==> config.mk <==
export PLATFORM = sky130hd
export DESIGN_NAME = instruction_sequencer_flat
export DESIGN_NICKNAME = d
export VERILOG_FILES = /design/src/rtl/instruction_sequencer_if.sv /design/src/rtl/instruction_sequencer.sv /design/src/flat_wrapper.sv
export SDC_FILE = /design/constraint.sdc
export NUM_CORES = 1
export LEC_CHECK = 0
export CAP_MARGIN = 20
export CELL_PAD_IN_SITES_DETAIL_PLACEMENT = 0
export CELL_PAD_IN_SITES_GLOBAL_PLACEMENT = 1
export CORE_MARGIN = 2
export CORE_UTILIZATION = 30
export CTS_CLUSTER_SIZE = 24
export DETAILED_ROUTE_END_ITERATION = 7
export PLACE_DENSITY = 0.75
export SYNTH_ARGS = -nofsm -noshare
export SYNTH_HDL_FRONTEND = slang
export SYNTH_SLANG_ARGS = --single-unit
==> constraint.sdc <==
create_clock -name clk -period 4.9 [get_ports clk]
set_input_delay 0.98 -clock clk [delete_from_list [all_inputs] [get_ports clk]]
set_output_delay 0.98 -clock clk [all_outputs]
set_load 0.005 [all_outputs]
==> src/rtl/instruction_sequencer_if.sv <==
// Sequencer bundle: start/fetch inputs, PC control outputs and the datapath OP handshake.
// Every signal is a single-cycle wire; the only flow control is the op_start/op_done pair.
interface instruction_sequencer_if;
  logic        en;
  logic [31:0] instr_in;
  logic        op_done;
  logic        inc;
  logic        w_en;
  logic [31:0] data_in;
  logic        complete;
  logic        op_start;
  logic [3:0]  op_code;
  logic [23:0] op_arg;
  logic        error;

  modport master (
    input  en, instr_in, op_done,
    output inc, w_en, data_in, complete, op_start, op_code, op_arg, error
  );

  modport slave (
    output en, instr_in, op_done,
    input  inc, w_en, data_in, complete, op_start, op_code, op_arg, error
  );
endinterface

==> src/rtl/instruction_sequencer.sv <==
// Fetch/decode FSM that steers the PC and launches datapath OPs: 2 cycles per control
// instruction, 3+k per OP; stalls in WAIT until op_done.
module instruction_sequencer #(
  parameter int LOOP_W = 16
) (
  input  logic                   clk,
  input  logic                   rst,
  instruction_sequencer_if.master bus
);

  localparam logic [2:0] S_IDLE   = 3'd0;
  localparam logic [2:0] S_SYNC   = 3'd1;
  localparam logic [2:0] S_FETCH  = 3'd2;
  localparam logic [2:0] S_DECODE = 3'd3;
  localparam logic [2:0] S_ISSUE  = 3'd4;
  localparam logic [2:0] S_WAIT   = 3'd5;
  localparam logic [2:0] S_HALT   = 3'd6;

  localparam logic [3:0] OPC_NOP  = 4'h0;
  localparam logic [3:0] OPC_OP   = 4'h1;
  localparam logic [3:0] OPC_JMP  = 4'h2;
  localparam logic [3:0] OPC_JNZ  = 4'h3;
  localparam logic [3:0] OPC_LDC  = 4'h4;
  localparam logic [3:0] OPC_HALT = 4'hF;

  logic [2:0]        state;
  logic [2:0]        state_nxt;
  logic [31:0]       ir;
  logic [LOOP_W-1:0] loop_cnt;
  logic              error_q;

  logic [3:0]  opcode;
  logic [31:0] target;
  logic        loop_nz;
  logic        legal;
  logic        op_active;

  assign opcode  = ir[31:28];
  assign target  = {26'b0, ir[5:0]};
  assign loop_nz = |loop_cnt;
  assign legal   = (opcode == OPC_NOP) || (opcode == OPC_OP)  || (opcode == OPC_JMP) ||
                   (opcode == OPC_JNZ) || (opcode == OPC_LDC) || (opcode == OPC_HALT);

  always_comb begin
    state_nxt = state;
    case (state)
      S_IDLE:   if (bus.en) state_nxt = S_SYNC;
      S_SYNC:   state_nxt = S_FETCH;
      S_FETCH:  state_nxt = S_DECODE;
      S_DECODE: begin
        if (!legal || opcode == OPC_HALT) state_nxt = S_HALT;
        else if (opcode == OPC_OP)        state_nxt = S_ISSUE;
        else                              state_nxt = S_FETCH;
      end
      S_ISSUE:  state_nxt = S_WAIT;
      S_WAIT:   if (bus.op_done) state_nxt = S_FETCH;
      S_HALT:   state_nxt = S_HALT;
      default:  state_nxt = S_IDLE;
    endcase
  end

  // PC controls come only from registered state, except WAIT's inc which tracks op_done.
  always_comb begin
    bus.inc      = 1'b0;
    bus.w_en     = 1'b0;
    bus.data_in  = 32'b0;
    bus.op_start = 1'b0;
    bus.complete = 1'b0;
    case (state)
      S_SYNC: bus.w_en = 1'b1;
      S_DECODE: begin
        case (opcode)
          OPC_NOP, OPC_LDC: bus.inc = 1'b1;
          OPC_JMP: begin
            bus.w_en    = 1'b1;
            bus.data_in = target;
          end
          OPC_JNZ: begin
            if (loop_nz) begin
              bus.w_en    = 1'b1;
              bus.data_in = target;
            end else begin
              bus.inc = 1'b1;
            end
          end
          default: ;
        endcase
      end
      S_ISSUE: bus.op_start = 1'b1;
      S_WAIT:  bus.inc      = bus.op_done;
      S_HALT:  bus.complete = 1'b1;
      default: ;
    endcase
  end

  assign op_active   = (state == S_ISSUE) || (state == S_WAIT);
  assign bus.op_code = op_active ? ir[27:24] : 4'h0;
  assign bus.op_arg  = op_active ? ir[23:0]  : 24'h0;
  assign bus.error   = error_q;

  always_ff @(posedge clk) begin
    if (rst) begin
      state    <= S_IDLE;
      ir       <= 32'b0;
      loop_cnt <= '0;
      error_q  <= 1'b0;
    end else begin
      state <= state_nxt;
      if (state == S_FETCH) ir <= bus.instr_in;
      if (state == S_DECODE) begin
        if (opcode == OPC_LDC)            loop_cnt <= ir[LOOP_W-1:0];
        if (opcode == OPC_JNZ && loop_nz) loop_cnt <= loop_cnt - LOOP_W'(1);
        if (!legal)                       error_q  <= 1'b1;
      end
    end
  end

endmodule
==> src/flat_wrapper.sv <==
// flat-port wrapper written by rule: the top's interface ports become plain ports
module instruction_sequencer_flat 
#(
  parameter int LOOP_W = 16
)
  (clk, rst, bus_en, bus_instr_in, bus_op_done, bus_inc, bus_w_en, bus_data_in, bus_complete, bus_op_start, bus_op_code, bus_op_arg, bus_error);
  instruction_sequencer_if bus_i ();
  input  logic clk;
  input  logic rst;
  input wire logic [$bits(bus_i.en)-1:0] bus_en;
  input wire logic [$bits(bus_i.instr_in)-1:0] bus_instr_in;
  input wire logic [$bits(bus_i.op_done)-1:0] bus_op_done;
  output wire logic [$bits(bus_i.inc)-1:0] bus_inc;
  output wire logic [$bits(bus_i.w_en)-1:0] bus_w_en;
  output wire logic [$bits(bus_i.data_in)-1:0] bus_data_in;
  output wire logic [$bits(bus_i.complete)-1:0] bus_complete;
  output wire logic [$bits(bus_i.op_start)-1:0] bus_op_start;
  output wire logic [$bits(bus_i.op_code)-1:0] bus_op_code;
  output wire logic [$bits(bus_i.op_arg)-1:0] bus_op_arg;
  output wire logic [$bits(bus_i.error)-1:0] bus_error;
  assign bus_i.en = bus_en;
  assign bus_i.instr_in = bus_instr_in;
  assign bus_i.op_done = bus_op_done;
  assign bus_inc = bus_i.inc;
  assign bus_w_en = bus_i.w_en;
  assign bus_data_in = bus_i.data_in;
  assign bus_complete = bus_i.complete;
  assign bus_op_start = bus_i.op_start;
  assign bus_op_code = bus_i.op_code;
  assign bus_op_arg = bus_i.op_arg;
  assign bus_error = bus_i.error;
  instruction_sequencer #(.LOOP_W(LOOP_W)) u_core (.clk(clk), .rst(rst), .bus(bus_i));
endmodule
==> metrics.md <==
| Metric | Value |
|---|---|
| CP arrival | 2.79 ns |
| Routability cong. | 0.9137 |
| Largest net degree at the start of global routing | 53 |
| Buffers on Ports | 74 |
| GRT overflow | 0 |
| Slew Viols, Final | 0 |
| Synthesis-stage register bit count | 52 |
| Sequential area share after synthesis | 0.3531 |
| Sw frac | 0.2822 |
| First-pass GRT wire length | 13120 µm |
| Critical path buffers and inverters | 1 |
| Share of the synthesized area in the top cell type | 0.3531 |
| Post-synth top area cell | dfxtp_1 |
| Antenna fix cells | 0 |
| Worst min-delay path class | reg -> reg |
| Die height | 103.1 µm |
| Asr flop ratio synth | 0 |
| Initial Utilization | 0.3058 |
| Achievable frequency | 265.4 MHz |
| Area Growth Syn to Fin | 27.50% |
| Critical-path top delay cell | or3_1 |
| Critical-path maximum fanout | 8 |
| Final core occ | 0.3899 |
| DRT Wirelength | 8278 µm |
| Area contributors post-synth | dfxtp_1 (35%), nand2_1 (9.9%), and2_1 (7.9%), a21oi_1 (7.1%), buf_4 (6.6%) |
| Die Span X | 103.1 µm |
| Worst-path clk slew | 0.10 ns |
| # setup viols final | 0 |
| R2R Setup Slk | 2.51 ns |
| Clock buffer depth | 2 |
| Post-DRT Antenna Nets | 0 |
| Max-cap violations | 0 |
| WP data required | 3.92 ns |
| CP Capture Type | primary output |
| CTS root buf | clkbuf_8 |
| Kind of critical path | reg -> out |
| Syn Inst Count | 391 |
| Power Internal | 599.8 µW |
| Mapped cell area | 2948 µm² |
| Num CTS Buffers | 5 |
| Main synth FF type | dfxtp_1 |
| Crit-path cells | or3_4, or3_1, nor3_1, a21oi_1, or2_2, clkdlybuf4s50_1 |
| Worst slack at placement | 1.467 ns |
| P per Cell Area | 222.3 nW/µm² |
| Period utilisation layout | 0.7690 |
| CP delay by family, top | simple AND/OR/NAND/NOR gates |
| Comb pwr share | 0.151 |
| Via density | 4.822 |
| Avg WL per Cell | 14.20 µm |
| Nets@finish | 487 |
| Drt drc | 0 |
| CP Launch Type | flip-flop |
| Pre-antenna DRT Iters | 4 |
| Post-synth EDFFs | 0 |
| Clock latency on the worst-skew pair | 0.31 ns |
| DR vias | 2811 |
| Placed cell count | 575 |
| Core Footprint | 9639 µm² |
| Io pins | 101 |
| Setup tns final | 0 ns |
| Post-synthesis cell type count | 50 |
| Outcome | completed |
| Net switching power figure | 235.7 µW |
| Worst vdd ir | 0.1361 mV |
| CTS tree | done |
| H-tree depth | 2 |
| Register share of total power | 0.552 |
| Final worst slack | 1.132 ns |
| Cts repair resizes | 0 |
| Dpl hpwl | 5877 µm |
| Cell Rows | 36 |
| Clock power share | 0.296 |
| Clock sink total | 52 |
| Lkg Pwr | 0.001308 µW |
| Period minus WS final | 3.768 ns |
| Final hold violations | 0 |
| Tightest Pin Transition | 1.028 ns |
| DRT iter0 DRCs | 136 |
| Headroom to the max-slew limit | 0.3148 |
| Worst path max stage delay | 0.47 ns |
| Tot Pwr | 835.5 µW |
| Yosys warnings | 0 |
| Cell Count, Final, Fillers Out | 583 |
| Post-CTS Setup Inserts | 0 |
| Post-Syn Area per Cell | 7.539 µm² |
| Initial antenna violation count | 0 |
| Share of layout cells above drive strength 1 | 0.05333 |
| CTS Hold Bufs | 0 |
| Total GRT Usage | 0.1569 |
| RSZ-0062 raised after global routing | no |
| Vias in the first global route | 2594 |
| Die Footprint | 10630 µm² |
| Setup Skew | 0.009368 ns |
## cells in the mapped netlist (4+ instances only)
cell type	count
a21oi_1	42
o21ai_0	11
a31oi_1	4
nor4_1	4
nand2_1	78
buf_2	5
nor2b_1	5
nor2_1	20
and2_1	37
dfxtp_1	52
buf_4	26
or3_1	4
a22oi_1	4
clkbuf_1	20
nor3_1	7
inv_1	8
nand3_1	6
## kinds of logic (layout without fill, tap and decap cells)
family / Yosys count / in the layout / synth area share
adders and majority gates: 2 / 2 / 0.008488
DFF: 52 / 52 / 0.3531
muxes: 3 / 3 / 0.01061
AOI/OAI and AO/OA: 88 / 88 / 0.1859
other: 1 / 26 / 0.001272
buffers and inverters: 60 / 94 / 0.1142
and+or+nand+nor: 185 / 185 / 0.3264
## flip-flops by register name, indices dropped and copies added (netlist names)
register / flops
u_core.bus.error: 1
u_core.ir: 32
u_core.loop_cnt: 16
u_core.state: 3
## cells in the final DEF (no fill, tap or decap), types with 5 or more instances in the layout
cell type        Yosys  routed
nand3_1              6       6
dfxtp_1             52      52
nand2_1             78      78
and2_1              37      37
conb_1               1      26
nor2_1              20      20
clkdlybuf4s50_1      0      73
clkbuf_8             0       5
nor3_1               7       7
o21ai_0             11      11
inv_1                8       8
a21oi_1             42      42
## metrics by stage
| step | cell area [µm²] | hold WS [ns] |
|---|---|---|
| 3_3_place_gp | 3670 | 0.4376 |
| 6_report | 3759 | 0.4555 |
| 2_1_floorplan | 3042 | 0.4317 |
| 5_1_grt | 3759 | 0.4783 |
| 4_1_cts | 3759 | 0.4563 |
| 3_5_place_dp | 3670 | 0.4418 |
## final timing paths
check,startpoint,to,cells past startpoint
max,u_core.loop_cnt[7],bus_w_en,6
min,u_core.ir[18],u_core.ir[18],2
min reg2reg,u_core.ir[18],u_core.ir[18],2
max reg2reg,u_core.loop_cnt[0],u_core.loop_cnt[4],7
## power by group through the flow
stage	sequential (µW)	clock, µW	combinational, µW
CTS	462	257	127
finish	462	248	126
global placement	471	0	127
detailed placement	472	0	126
floorplan	460	0	102
global route	465	276	143
## cell type report
cell class	instances	area, µm²
flip-flops and latches	52	1041
multi-input cells	304	1667
clock inverters	2	16.27
repair buffers	78	765.7
well taps	133	166.4
fillers	1028	5881
inverters	8	30.03
clock buffers	6	72.57
## metal layers
| metal | vias to the layer above | GRT usage | wire length, µm |
|---|---|---|---|
| met4 | 0 | 0.04960 | 124 |
| met3 | 10 | 0.03390 | 534 |
| li1 | 1407 | - | - |
| met2 | 106 | 0.2512 | 3794 |
| met5 | - | 0 | 0 |
| met1 | 1288 | 0.2110 | 3825 |
## worst register-to-register path, cell delays in order (launching register included)
cell and delay [ns]:
dfxtp_1 0.36, inv_1 0.11, ha_1 0.14, nor3b_1 0.29, nand4_1 0.31, a31oi_1 0.64
or2_2 0.30, o32ai_1 0.10
No activity file was read; power rests on OpenSTA's default activity.
